<file path="config.mk">
export PLATFORM = sky130hd
export DESIGN_NAME = uart_rx_fifo
export DESIGN_NICKNAME = d
export VERILOG_FILES = /design/src/rtl/uart_rx_fifo.sv
export SDC_FILE = /design/constraint.sdc
export NUM_CORES = 1
export LEC_CHECK = 0
export BUFFER_PORTS_ARGS = -buffer_cell sky130_fd_sc_hd__clkbuf_2
export CORE_ASPECT_RATIO = 1.75
export CORE_MARGIN = 1.5
export CORE_UTILIZATION = 30
export CTS_BUF_LIST = sky130_fd_sc_hd__clkbuf_16
export CTS_CLUSTER_DIAMETER = 100
export CTS_CLUSTER_SIZE = 30
export DETAILED_ROUTE_END_ITERATION = 6
export PLACE_DENSITY = 0.45
export SYNTH_ARGS = -nofsm -noshare
export SYNTH_HDL_FRONTEND = slang
export SYNTH_SLANG_ARGS = --single-unit
</file>
<file path="constraint.sdc">
create_clock -name clk -period 2.4 [get_ports clk]
set_input_delay 0.12 -clock clk [delete_from_list [all_inputs] [get_ports clk]]
set_output_delay 0.12 -clock clk [all_outputs]
set_load 0.1 [all_outputs]
</file>
<file path="src/rtl/uart_rx_fifo.sv">
// uart_rx_fifo
//   Receive-side byte buffer between a UART receiver and the host logic.
//   Each rx_valid pulse pushes one byte into a first-word-fall-through FIFO.
//   The head byte is presented on a valid/ready read port. If a byte arrives
//   while the buffer is full and nothing is being popped, the byte is dropped
//   and the sticky overflow flag is set.
//
// Ports
//   clk          in   system clock, rising edge
//   rst          in   synchronous reset, active-high
//   rx_data      in   received byte, sampled when rx_valid=1
//   rx_valid     in   push request, one cycle per byte
//   rd_data      out  head-of-FIFO byte, forced to 0 while rd_valid=0
//   rd_valid     out  FIFO not empty
//   rd_ready     in   consumer accepts rd_data (pop when rd_valid & rd_ready)
//   count        out  current occupancy, 0..DEPTH
//   full         out  count == DEPTH
//   almost_full  out  count >= AF_LEVEL
//   overflow     out  sticky, a byte was dropped
//   ovf_clr      in   clears overflow (a drop in the same cycle wins)
module uart_rx_fifo #(
    parameter int DATA_W   = 8,
    parameter int DEPTH    = 16,
    parameter int ADDR_W   = 4,
    parameter int AF_LEVEL = 12
) (
    input  logic              clk,
    input  logic              rst,
    input  logic [DATA_W-1:0] rx_data,
    input  logic              rx_valid,
    output logic [DATA_W-1:0] rd_data,
    output logic              rd_valid,
    input  logic              rd_ready,
    output logic [ADDR_W:0]   count,
    output logic              full,
    output logic              almost_full,
    output logic              overflow,
    input  logic              ovf_clr
);

    localparam logic [ADDR_W:0] DEPTH_C = DEPTH[ADDR_W:0];
    localparam logic [ADDR_W:0] AF_C    = AF_LEVEL[ADDR_W:0];

    logic [DATA_W-1:0] mem [DEPTH];
    logic [ADDR_W-1:0] wr_ptr;
    logic [ADDR_W-1:0] rd_ptr;
    logic              push;
    logic              pop;
    logic              drop;

    assign rd_valid    = (count != '0);
    assign full        = (count == DEPTH_C);
    assign almost_full = (count >= AF_C);

    // A pop in the same cycle frees the slot, so a full FIFO can still accept.
    assign pop  = rd_valid & rd_ready;
    assign push = rx_valid & (~full | pop);
    assign drop = rx_valid & full & ~pop;

    assign rd_data = rd_valid ? mem[rd_ptr] : '0;

    // Storage is deliberately not reset.
    always_ff @(posedge clk) begin
        if (push && !rst) begin
            mem[wr_ptr] <= rx_data;
        end
    end

    always_ff @(posedge clk) begin
        if (rst) begin
            wr_ptr   <= '0;
            rd_ptr   <= '0;
            count    <= '0;
            overflow <= 1'b0;
        end else begin
            if (push) begin
                wr_ptr <= wr_ptr + ADDR_W'(1);
            end
            if (pop) begin
                rd_ptr <= rd_ptr + ADDR_W'(1);
            end
            case ({push, pop})
                2'b10:   count <= count + (ADDR_W+1)'(1);
                2'b01:   count <= count - (ADDR_W+1)'(1);
                default: count <= count;
            endcase
            // Set has priority over clear.
            if (drop) begin
                overflow <= 1'b1;
            end else if (ovf_clr) begin
                overflow <= 1'b0;
            end
        end
    end

endmodule
</file>
After elaboration in Yosys (flattened, before gate mapping)
Memory sizes are Yosys's and may differ from the RTL's. A register that Yosys moved wholly into a read port is not among the register bits.
Cells that the tools add are included.
Cells by class
  add/subtract/negate cells: 4
  shift operators: 0
  eq/ne operators: 3
  divide/modulo/power cells: 0
  bitwise gates (word level): 7
  multipliers: 0
  multiplexer cells: 8
  magnitude comparators: 1
  reduce and logical (&&, ||, !) cells: 5
Operators by type and width (count)
  5-bit one-hot mux with 2 select lines: 1
  4-bit by 1-bit adder with 4-bit output, second input constant: 2
  4-bit 2-to-1 mux: 2
  8-bit 2-to-1 mux: 1
  5-bit by 1-bit adder with 5-bit output, second input constant: 1
  5-bit == test, second input constant: 1
  5-bit by 4-bit greater-or-equal comparator with 1-bit output, second input constant: 1
  5-bit nonzero test: 1
  5-bit by 1-bit subtractor with 5-bit output, second input constant: 1
  1-bit bitwise AND: 4
  1-bit 2-to-1 mux: 4
  2-bit nonzero test: 2
  2-bit by 1-bit == test with 1-bit output, second input constant: 1
  2-bit == test, second input constant: 1
  1-bit inverter: 2
  1-bit logical AND: 1
  1-bit logical NOT: 1
  1-bit bitwise OR: 1
Storage, ports and cells
  ROM bits: 0
  bits in writable memories: 128
  output and inout port bits: 17
  flip-flop bits (word level): 14
  bits of input ports: 13
  latch bits: 0
  memories kept: 1
Memories
  mem: depth 16, width 8, read ports 1, clocked after Yosys merged registers in 1, wr ports 1, line 44  | logic [DATA_W-1:0] mem [DEPTH];

Logic depth before layout (Yosys ltp)
Gate-level depths: netlist of the first run.
  depth in word-level cells: 7
  gate-level depth with buffers: 9

Least setup slack after synthesis of the first run
No wires, ideal clock.
  path type: register to output
  start point: register count[3]
  end point: output rd_data[0]
  cell stages (with the launch flop): 6
  path slack: -1.580 ns
  arrival: 3.860 ns
  required time: 2.280 ns
  cells stage by stage: dfxtp_1 clkbuf_1 or4_4 buf_6 nor2_2 a211oi_1
Between the ends
  cells in the longest elaborated chain, start to end: 2
RTL lines
  start, declared: line 34  | output logic [ADDR_W:0] count,
  start signal, assigned: line 83  | 2'b10: count <= count + (ADDR_W+1)'(1);
  start signal, assigned: line 84  | 2'b01: count <= count - (ADDR_W+1)'(1);
  start signal, assigned: line 85  | default: count <= count;
  5-bit nonzero test: line 51  | assign rd_valid = (count != '0);
  8-bit 2-to-1 mux: line 60  | assign rd_data = rd_valid ? mem[rd_ptr] : '0;
  end, declared: line 31  | output logic [DATA_W-1:0] rd_data,
Every way passes these cells.

==> impl_metrics.tcl, run 1 <==
set metrics [dict create \
    fmax_ghz 0.438 \
    fin_area_sq_mm 0.00748 \
    die_w_um 109 \
    yosysTopAreaCell "edfxtp_1" \
    end_kind "output pin" \
    grt_max_degree 33 \
    cts_tree "built" \
    vias 3066 \
    critPathRequiredTime_ps 2280 \
    die_area_sq_mm 0.0207 \
    synth-main-ff-cell "edfxtp_1" \
    cp-endpoint "rd_data[7]" \
    rr_startpoint "count[0]" \
    dr.pass1.iters 4 \
    postSynthCellCount 336 \
    ios 30 \
    syn_to_final_growth_pct 25.9 \
    slew_headroom_pct 32.8 \
    utilization_pct 38.8 \
    crit_arrival_ps 2160 \
    start_util_pct 30.8 \
    reg2reg_to "count[4]" \
    antennaDiodeCount 0 \
    grt_usage_pct 13.5 \
    reg2reg_depth 7 \
    hpwl_um 8510 \
    synthTopCellsByArea "edfxtp_1 (65%), mux4_2 (12%), dfxtp_1 (6.1%), a211oi_1 (2.1%), nor2_1 (2.1%)" \
    final_common_cell "edfxtp_1" \
    startpoint_type "register" \
    core_sq_mm 0.0193 \
    drive_gt1_share_pct 38.4 \
    cts-buffers-inserted 17 \
    ctsRootBufferMaster "clkbuf_16" \
    syn_nets 355 \
    htreeDepth 4 \
    drcViolationCount 0 \
    crit_path_frequent_cell "buf_12" \
    peakVddDrop_mv 0.870 \
    final_nets 404 \
    drv_cap 0 \
    layout_common_cells "edfxtp_1 (128), nor2_1 (33), mux4_2 (32)" \
    hold_path_class "input port to register" \
    ys_warn_count 0 \
    stdcell_count 639 \
    rsz0062_at_grt "no" \
    postPlaceCellArea_sq_mm 0.00676 \
    multi_input_area_sq_mm 0.00180 \
    gp_congestion 0.741 \
    r2r_slack_ps 270 \
    power_density_mw_per_mm2 1050 \
    fillers 1793 \
    outcome "finished, final reports clean" \
    final_antenna_net_count 0 \
    finalSetupTns_ps 0 \
    io_buffers 29 \
    slew_violations 0 \
    synth-edff-count 128 \
    drt_iter0_drc 159 \
    worst_slack_ps 116 \
    grt_overflow 0 \
    place_inst 605 \
    grt_first_pass_wirelength_um 19600 \
    critPathKind "register to output pin" \
    cts_setup_buffers 0 \
    slowest_stage "mux4_2" \
    crit_fanout 32 \
    syn_area_sq_mm 0.00594 \
    die_y_um 189 \
    fin_crit_ps 2280 \
    wl_per_cell_um 19.7 \
    clk_pin_slew_ps 70 \
    routed_wl_um 12600 \
    std_cell_rows 67 \
    synth.distinct_cells 43 \
    cpPeakStageDelay_ps 560 \
    synth_top_area_share_pct 64.7 \
    hold_viol_final 0 \
    yosys_register_bits 146 \
    worst_slew_pin_slew_ps 1000 \
    first_global_vias 3275 \
    preCtsSetupSlack_ps 285 \
    finClkSkew_ps 9.74 \
    async_flop_share_pct 0 \
    path_cells "buf_12, mux4_2, mux2i_2, a211oi_4, buf_12" \
    antenna_found_initial 0 \
    holdWs_ps 90.4 \
    viasPerCell 4.80 \
    leakagePower_nw 2.41 \
    syn_area_per_cell_sq_um 17.7 \
    clock_latency_ps 420 \
    cts_num_sinks 146 \
    finalCritPeriodShare_pct 95.2 \
    cts_max_path_buffers 2 \
    yosysSeqAreaShare_pct 70.8 \
    total_power_mw 7.88 \
    seqCellArea_sq_mm 0.00423 \
    setup_violations 0 \
]
## power by group
part           total [mW]  switching (mW)  internal (mW)
registers            2.90          0.0754           2.83
logic                2.26            1.41          0.847
clock network        2.72            1.07           1.64
total                7.88            2.56           5.32
## layout make-up
class,instances,area share (%)
sequential,146,56.5
inverter,5,0.301
tap,241,4.03
clock inverter,15,2.46
timing repair buffer,52,6.99
multi-input combinational,163,24.0
clock buffer,17,5.69
## per-layer routing
metal / GRT usage, % / vias up / wire (um)
met1: 13.8 / 1549 / 4580
met3: 3.17 / 19 / 403
met4: 5.59 / 0 / 274
li1: - / 1426 / -
met2: 25.4 / 72 / 7340
met5: 0 / - / 0
## kinds of logic (layout without fill, tap and decap cells)
| kind of cell | Yosys count | after routing | share of synthesized area [%] |
|---|---|---|---|
| compound gates | 35 | 35 | 4.68 |
| flops | 146 | 146 | 70.8 |
| mux | 44 | 44 | 14.4 |
| fa+ha+maj | 6 | 6 | 1.26 |
| buf+inv | 27 | 89 | 2.15 |
| simple gates | 71 | 71 | 5.71 |
| xor+xnor | 7 | 7 | 1.03 |
## worst max-delay path, delay by kind of cell (launching register included)
family | cells | cell delay [ps]
muxes | 2 | 840
AOI/OAI and AO/OA | 1 | 120
buffers and inverters | 2 | 440
DFF | 1 | 340
## worst min path at each step
stage	slack (ps)	start	cells after the start	to
final	90	rx_valid	3	count[0]
after global routing	120	rx_valid	3	count[0]
after CTS	60	rx_valid	3	count[0]
after detailed placement	410	ovf_clr	4	overflow
after global placement	400	ovf_clr	4	overflow
after floorplan	220	rx_data[0]	0	mem[0][0]
## Yosys cell counts, types with 3 or more instances
library cell  number
a211oi_1          17
a21oi_1            4
buf_2              8
clkbuf_1           9
dfxtp_1           18
edfxtp_1         128
ha_1               6
inv_1              5
mux2i_1           10
mux4_2            32
nand2_1            9
nor2_1            34
nor2b_1           10
nor3_1             3
xor2_1             5
## timing repair
item | in CTS | in global routing
gates resized for setup | 10 | 7
hold buffers | 1 | 0
cloned | 0 | 1
pin swaps | 4 | 5
hold endpoints to repair | 1 | 0
endpoints found under the setup margin | 7 | 6
## flip-flops by register name (all words and copies together) (netlist names), named ones only
name	flops
rd_ptr	4
mem	128
count	5
wr_ptr	4
overflow	1
Power figures use the tool's default switching activity.
==> run 2: changes to the inputs <==
Settings changed: PLACE_DENSITY 0.45 to 0.53.
==> run 2 against run 1 <==
Compared with the run above: combinational power up 4%; first-iteration DRC count up 39%; register-to-register slack better by 20 ps; hold slack worse by 5.5 ps; sequential cell count unchanged; clock skew up 2.5 ps; via count up 2.0%; maximum frequency down 2.6%; non-clock buffer count up 7; die area unchanged; global-route usage down 0.15 points; largest cell class unchanged.
==> impl_metrics.tcl, run 2 (synthesized netlist as in run 1, its figures left out) <==
set metrics [dict create \
    rsz0062_at_grt "yes" \
    cts-buffers-inserted 17 \
    grt_usage_pct 13.3 \
    final_nets 411 \
    std_cell_rows 67 \
    layout_common_cells "edfxtp_1 (128), nor2_1 (33), mux4_2 (32)" \
    start_util_pct 30.8 \
    critPathRequiredTime_ps 2280 \
    cts_tree "built" \
    wl_per_cell_um 19.7 \
    cpPeakStageDelay_ps 490 \
    die_w_um 109 \
    stdcell_count 646 \
    leakagePower_nw 2.50 \
    fin_crit_ps 2350 \
    drive_gt1_share_pct 38.8 \
    reg2reg_to "count[4]" \
    peakVddDrop_mv 0.802 \
    r2r_slack_ps 290 \
    routed_wl_um 12700 \
    vias 3126 \
    drcViolationCount 0 \
    io_buffers 29 \
    top_register "mem" \
    rr_startpoint "count[0]" \
    preCtsSetupSlack_ps 181 \
    core_sq_mm 0.0193 \
    cts_max_path_buffers 2 \
    viasPerCell 4.84 \
    gp_congestion 0.720 \
    dr.pass1.iters 6 \
    reg.largest.list "mem x128, count x5" \
    grt_max_degree 25 \
    antennaDiodeCount 0 \
    ctsRootBufferMaster "clkbuf_16" \
    fmax_ghz 0.426 \
    postPlaceCellArea_sq_mm 0.00677 \
    final_common_cell "edfxtp_1" \
    holdWs_ps 85.0 \
    cp-endpoint "rd_data[1]" \
    critPathKind "register to output pin" \
    syn_to_final_growth_pct 28.4 \
    startpoint_type "register" \
    first_global_vias 3234 \
    outcome "finished, final reports clean" \
    slew_headroom_pct 32.9 \
    finalSetupTns_ps 0 \
    worst_slack_ps 55.0 \
    largest_reg_flops 128 \
    place_inst 607 \
    grt_overflow 0 \
    crit_fanout 12 \
    clk_pin_slew_ps 60 \
    cts_num_sinks 146 \
    reg2reg_depth 7 \
    end_kind "output pin" \
    crit_path_frequent_cell "buf_12" \
    total_power_mw 8.34 \
    finClkSkew_ps 12.2 \
    path_cells "buf_12, mux4_2, nor2b_1, a211oi_1, a211oi_4, buf_12" \
    antenna_found_initial 0 \
    htreeDepth 4 \
    hpwl_um 8570 \
    utilization_pct 39.6 \
    power_density_mw_per_mm2 1090 \
    setup_violations 0 \
    die_area_sq_mm 0.0207 \
    hold_path_class "input port to register" \
    drt_iter0_drc 221 \
    clock_latency_ps 420 \
    grt_first_pass_wirelength_um 19600 \
    hold_viol_final 0 \
    worst_slew_pin_slew_ps 1000 \
    die_y_um 189 \
    finalCritPeriodShare_pct 97.7 \
    final_antenna_net_count 0 \
    ios 30 \
    slowest_stage "mux4_2" \
    drv_cap 0 \
    fin_area_sq_mm 0.00763 \
    slew_violations 0 \
    crit_arrival_ps 2230 \
]
==> run 2: how the worst min path moves through the flow <==
stage / start / depth (start not counted) / to
2_1_floorplan: rx_data[0] / 0 / mem[0][0]
3_3_place_gp: ovf_clr / 4 / overflow
3_5_place_dp: ovf_clr / 4 / overflow
4_1_cts: rx_valid / 3 / count[0]
5_1_grt: rx_valid / 3 / count[0]
6_report: rx_valid / 3 / count[0]
==> run 2: cell type report <==
type,count,area [sq um]
fillers,1753,11700
flip-flops and latches,146,4230
multi-input cells,163,1800
repair buffers,59,591
clock buffers,17,425
well taps,241,302
clock inverters,15,263
inverters,5,22.5
==> run 2: routing by layer <==
layer	GRT usage (%)	share of wire, %	wire length, um
met1	14.8	39	4910
met2	24.2	57	7310
met3	2.82	2.3	298
met4	5.24	1.7	212
met5	0	0	0
==> run 2: worst max-delay path, delay by kind of cell (launching register included) <==
kind / cells / cell delay, ps
muxes: 1 / 490
buffers and inverters: 2 / 340
AOI/OAI and AO/OA: 2 / 450
and+or+nand+nor: 1 / 150
DFF: 1 / 370
==> run 2: power by group <==
| group | switching, mW | internal (mW) |
|---|---|---|
| combinational | 1.42 | 0.935 |
| clock | 1.01 | 2.05 |
| sequential | 0.0946 | 2.83 |
| total | 2.52 | 5.82 |
==> run 2: timing repair <==
item | CTS | global route
endpoints found under the hold margin | 1 | 0
hold buffers | 1 | 0
pin swaps | 0 | 1
gates resized for setup | 15 | 4
cloned | 1 | 0
endpoints found under the setup margin | 8 | 9
setup buffers | 0 | 5
==> run 3: changes to the inputs <==
Settings changed: CORE_UTILIZATION 30 to 55, PLACE_DENSITY 0.53 to 0.83, SKIP_LAST_GASP set to 1.
==> run 3 against run 2 <==
Compared with the run above: wire length is 2.9% lower; first-iteration DRC count grew 10%; maximum frequency is 0.15% lower; count of clock-buffer cells in the layout stayed put; hold slack better by 19 ps.
==> impl_metrics.tcl, run 3 (synthesized netlist as in run 1, its figures left out) <==
set metrics [dict create \
    slew_headroom_pct 41.2 \
    path_cells "or4_4, nor2_4, buf_4, a211oi_4, buf_12" \
    antennaDiodeCount 0 \
    dr.pass1.iters 5 \
    finalCritPeriodShare_pct 97.9 \
    critPathKind "register to output pin" \
    holdWs_ps 104 \
    reg2reg_depth 7 \
    rsz0062_at_grt "yes" \
    die_y_um 140 \
    syn_to_final_growth_pct 24.7 \
    end_kind "output pin" \
    rr_startpoint "count[0]" \
    cts_tree "built" \
    clock_latency_ps 410 \
    wl_per_cell_um 23.3 \
    reg2reg_to "count[4]" \
    layout_common_cells "edfxtp_1 (128), nor2_1 (33), mux4_2 (32)" \
    fin_area_sq_mm 0.00741 \
    ctsRootBufferMaster "clkbuf_16" \
    cts_max_path_buffers 2 \
    setup_violations 0 \
    die_w_um 81.6 \
    drcViolationCount 0 \
    fin_crit_ps 2350 \
    grt_usage_pct 23.8 \
    postPlaceCellArea_sq_mm 0.00660 \
    leakagePower_nw 2.45 \
    startpoint_type "register" \
    start_util_pct 55.8 \
    hp-start "rx_valid" \
    clk_pin_slew_ps 60 \
    critPathLaunch "count[0]" \
    crit_arrival_ps 2230 \
    drt_iter0_drc 243 \
    grt_first_pass_wirelength_um 18800 \
    r2r_slack_ps 200 \
    cpPeakStageDelay_ps 660 \
    ios 30 \
    holdPathStages 3 \
    final_common_cell "edfxtp_1" \
    die_area_sq_mm 0.0115 \
    total_power_mw 8.18 \
    final_antenna_net_count 0 \
    cts-buffers-inserted 17 \
    worst_slew_pin_slew_ps 879 \
    antenna_found_initial 0 \
    hold_path_class "input port to register" \
    grt_overflow 0 \
    slowest_stage "or4_4" \
    gp_congestion 0.813 \
    routed_wl_um 12400 \
    hold_viol_final 0 \
    crit_fanout 9 \
    stdcell_count 531 \
    reg.largest.list "mem x128, count x5" \
    holdPathEnd "count[0]" \
    core_sq_mm 0.0106 \
    grt_max_degree 33 \
    cp_num_buf_inv 2 \
    vias 3225 \
    first_global_vias 3403 \
    drv_cap 0 \
    drive_gt1_share_pct 38.2 \
    critPathRequiredTime_ps 2280 \
    std_cell_rows 50 \
    crit_family "simple AND/OR/NAND/NOR gates" \
    top_register "mem" \
    peakVddDrop_mv 0.947 \
    viasPerCell 6.07 \
    final_nets 408 \
    slew_violations 0 \
    place_inst 495 \
    io_buffers 29 \
    cts_num_sinks 146 \
    fmax_ghz 0.426 \
    largest_reg_flops 128 \
    htreeDepth 4 \
    outcome "finished, final reports clean" \
    finClkSkew_ps 7.58 \
    power_density_mw_per_mm2 1100 \
    hpwl_um 7530 \
]
[run 3: cell types whose count changed in the layout (fill, tap and decap cells not counted), sizes merged]
| cell | change |
|---|---|
| buf | -4 |
| inv | -3 |
| clkbuf | +1 |
| clkinv | +1 |
| clkinvlp | +1 |
[run 3: what timing repair did]
| action | 4_1_cts | 5_1_grt |
|---|---|---|
| pin swaps | 1 | 7 |
| resized for setup | 9 | 4 |
| hold endpoints to repair | 1 | 0 |
| gates cloned | 1 | 0 |
| hold buffers | 1 | 0 |
| setup endpoints to repair | 8 | 8 |
| setup buffers | 0 | 3 |
[run 3: tightest hold or removal path, delay by kind of cell]
kind,cells,cell delay (ps)
AO/OA/AOI/OAI,1,50
buffers and inverters,1,180
AND/OR/NAND/NOR,1,120
[run 3: where the power goes]
group | internal [mW] | switching [mW] | total (mW)
logic | 0.826 | 1.41 | 2.23
clock network | 2.05 | 0.988 | 3.04
registers | 2.83 | 0.0805 | 2.91
[run 3: final cells by class]
cell class	count	area, sq um
Sequential cell	146	4220
Fill cell	659	3230
Multi-Input combinational cell	163	1780
Timing Repair Buffer	56	533
Clock buffer	17	425
Clock inverter	14	260
Tap cell	130	163
Inverter	5	22.5
[run 3: worst max-delay path by stage]
stage | to | cells past startpoint
6_report | rd_data[1] | 5
5_1_grt | rd_data[5] | 6
4_1_cts | rd_data[1] | 5
3_5_place_dp | count[4] | 7
3_3_place_gp | count[4] | 7
2_1_floorplan | rd_valid | 4
[run 3: per-layer routing]
metal | track usage (%) | part of all wire, %
met1 | 26.7 | 37
met4 | 10.3 | 2.3
met3 | 5.28 | 3.9
met5 | 0 | 0
met2 | 42.0 | 57
[run 3: metrics by stage]
| step | util [%] | setup slack [ps] | TNS, ps |
|---|---|---|---|
| detailed placement | 62.0 | 298 | 0 |
| global route | 69.6 | -6.99 | -13.7 |
| floorplan | - | -12.5 | -12.5 |
| global placement | 62.0 | 330 | 0 |
| CTS | 69.3 | 13.2 | 0 |
| finish | 69.6 | 51.4 | 0 |
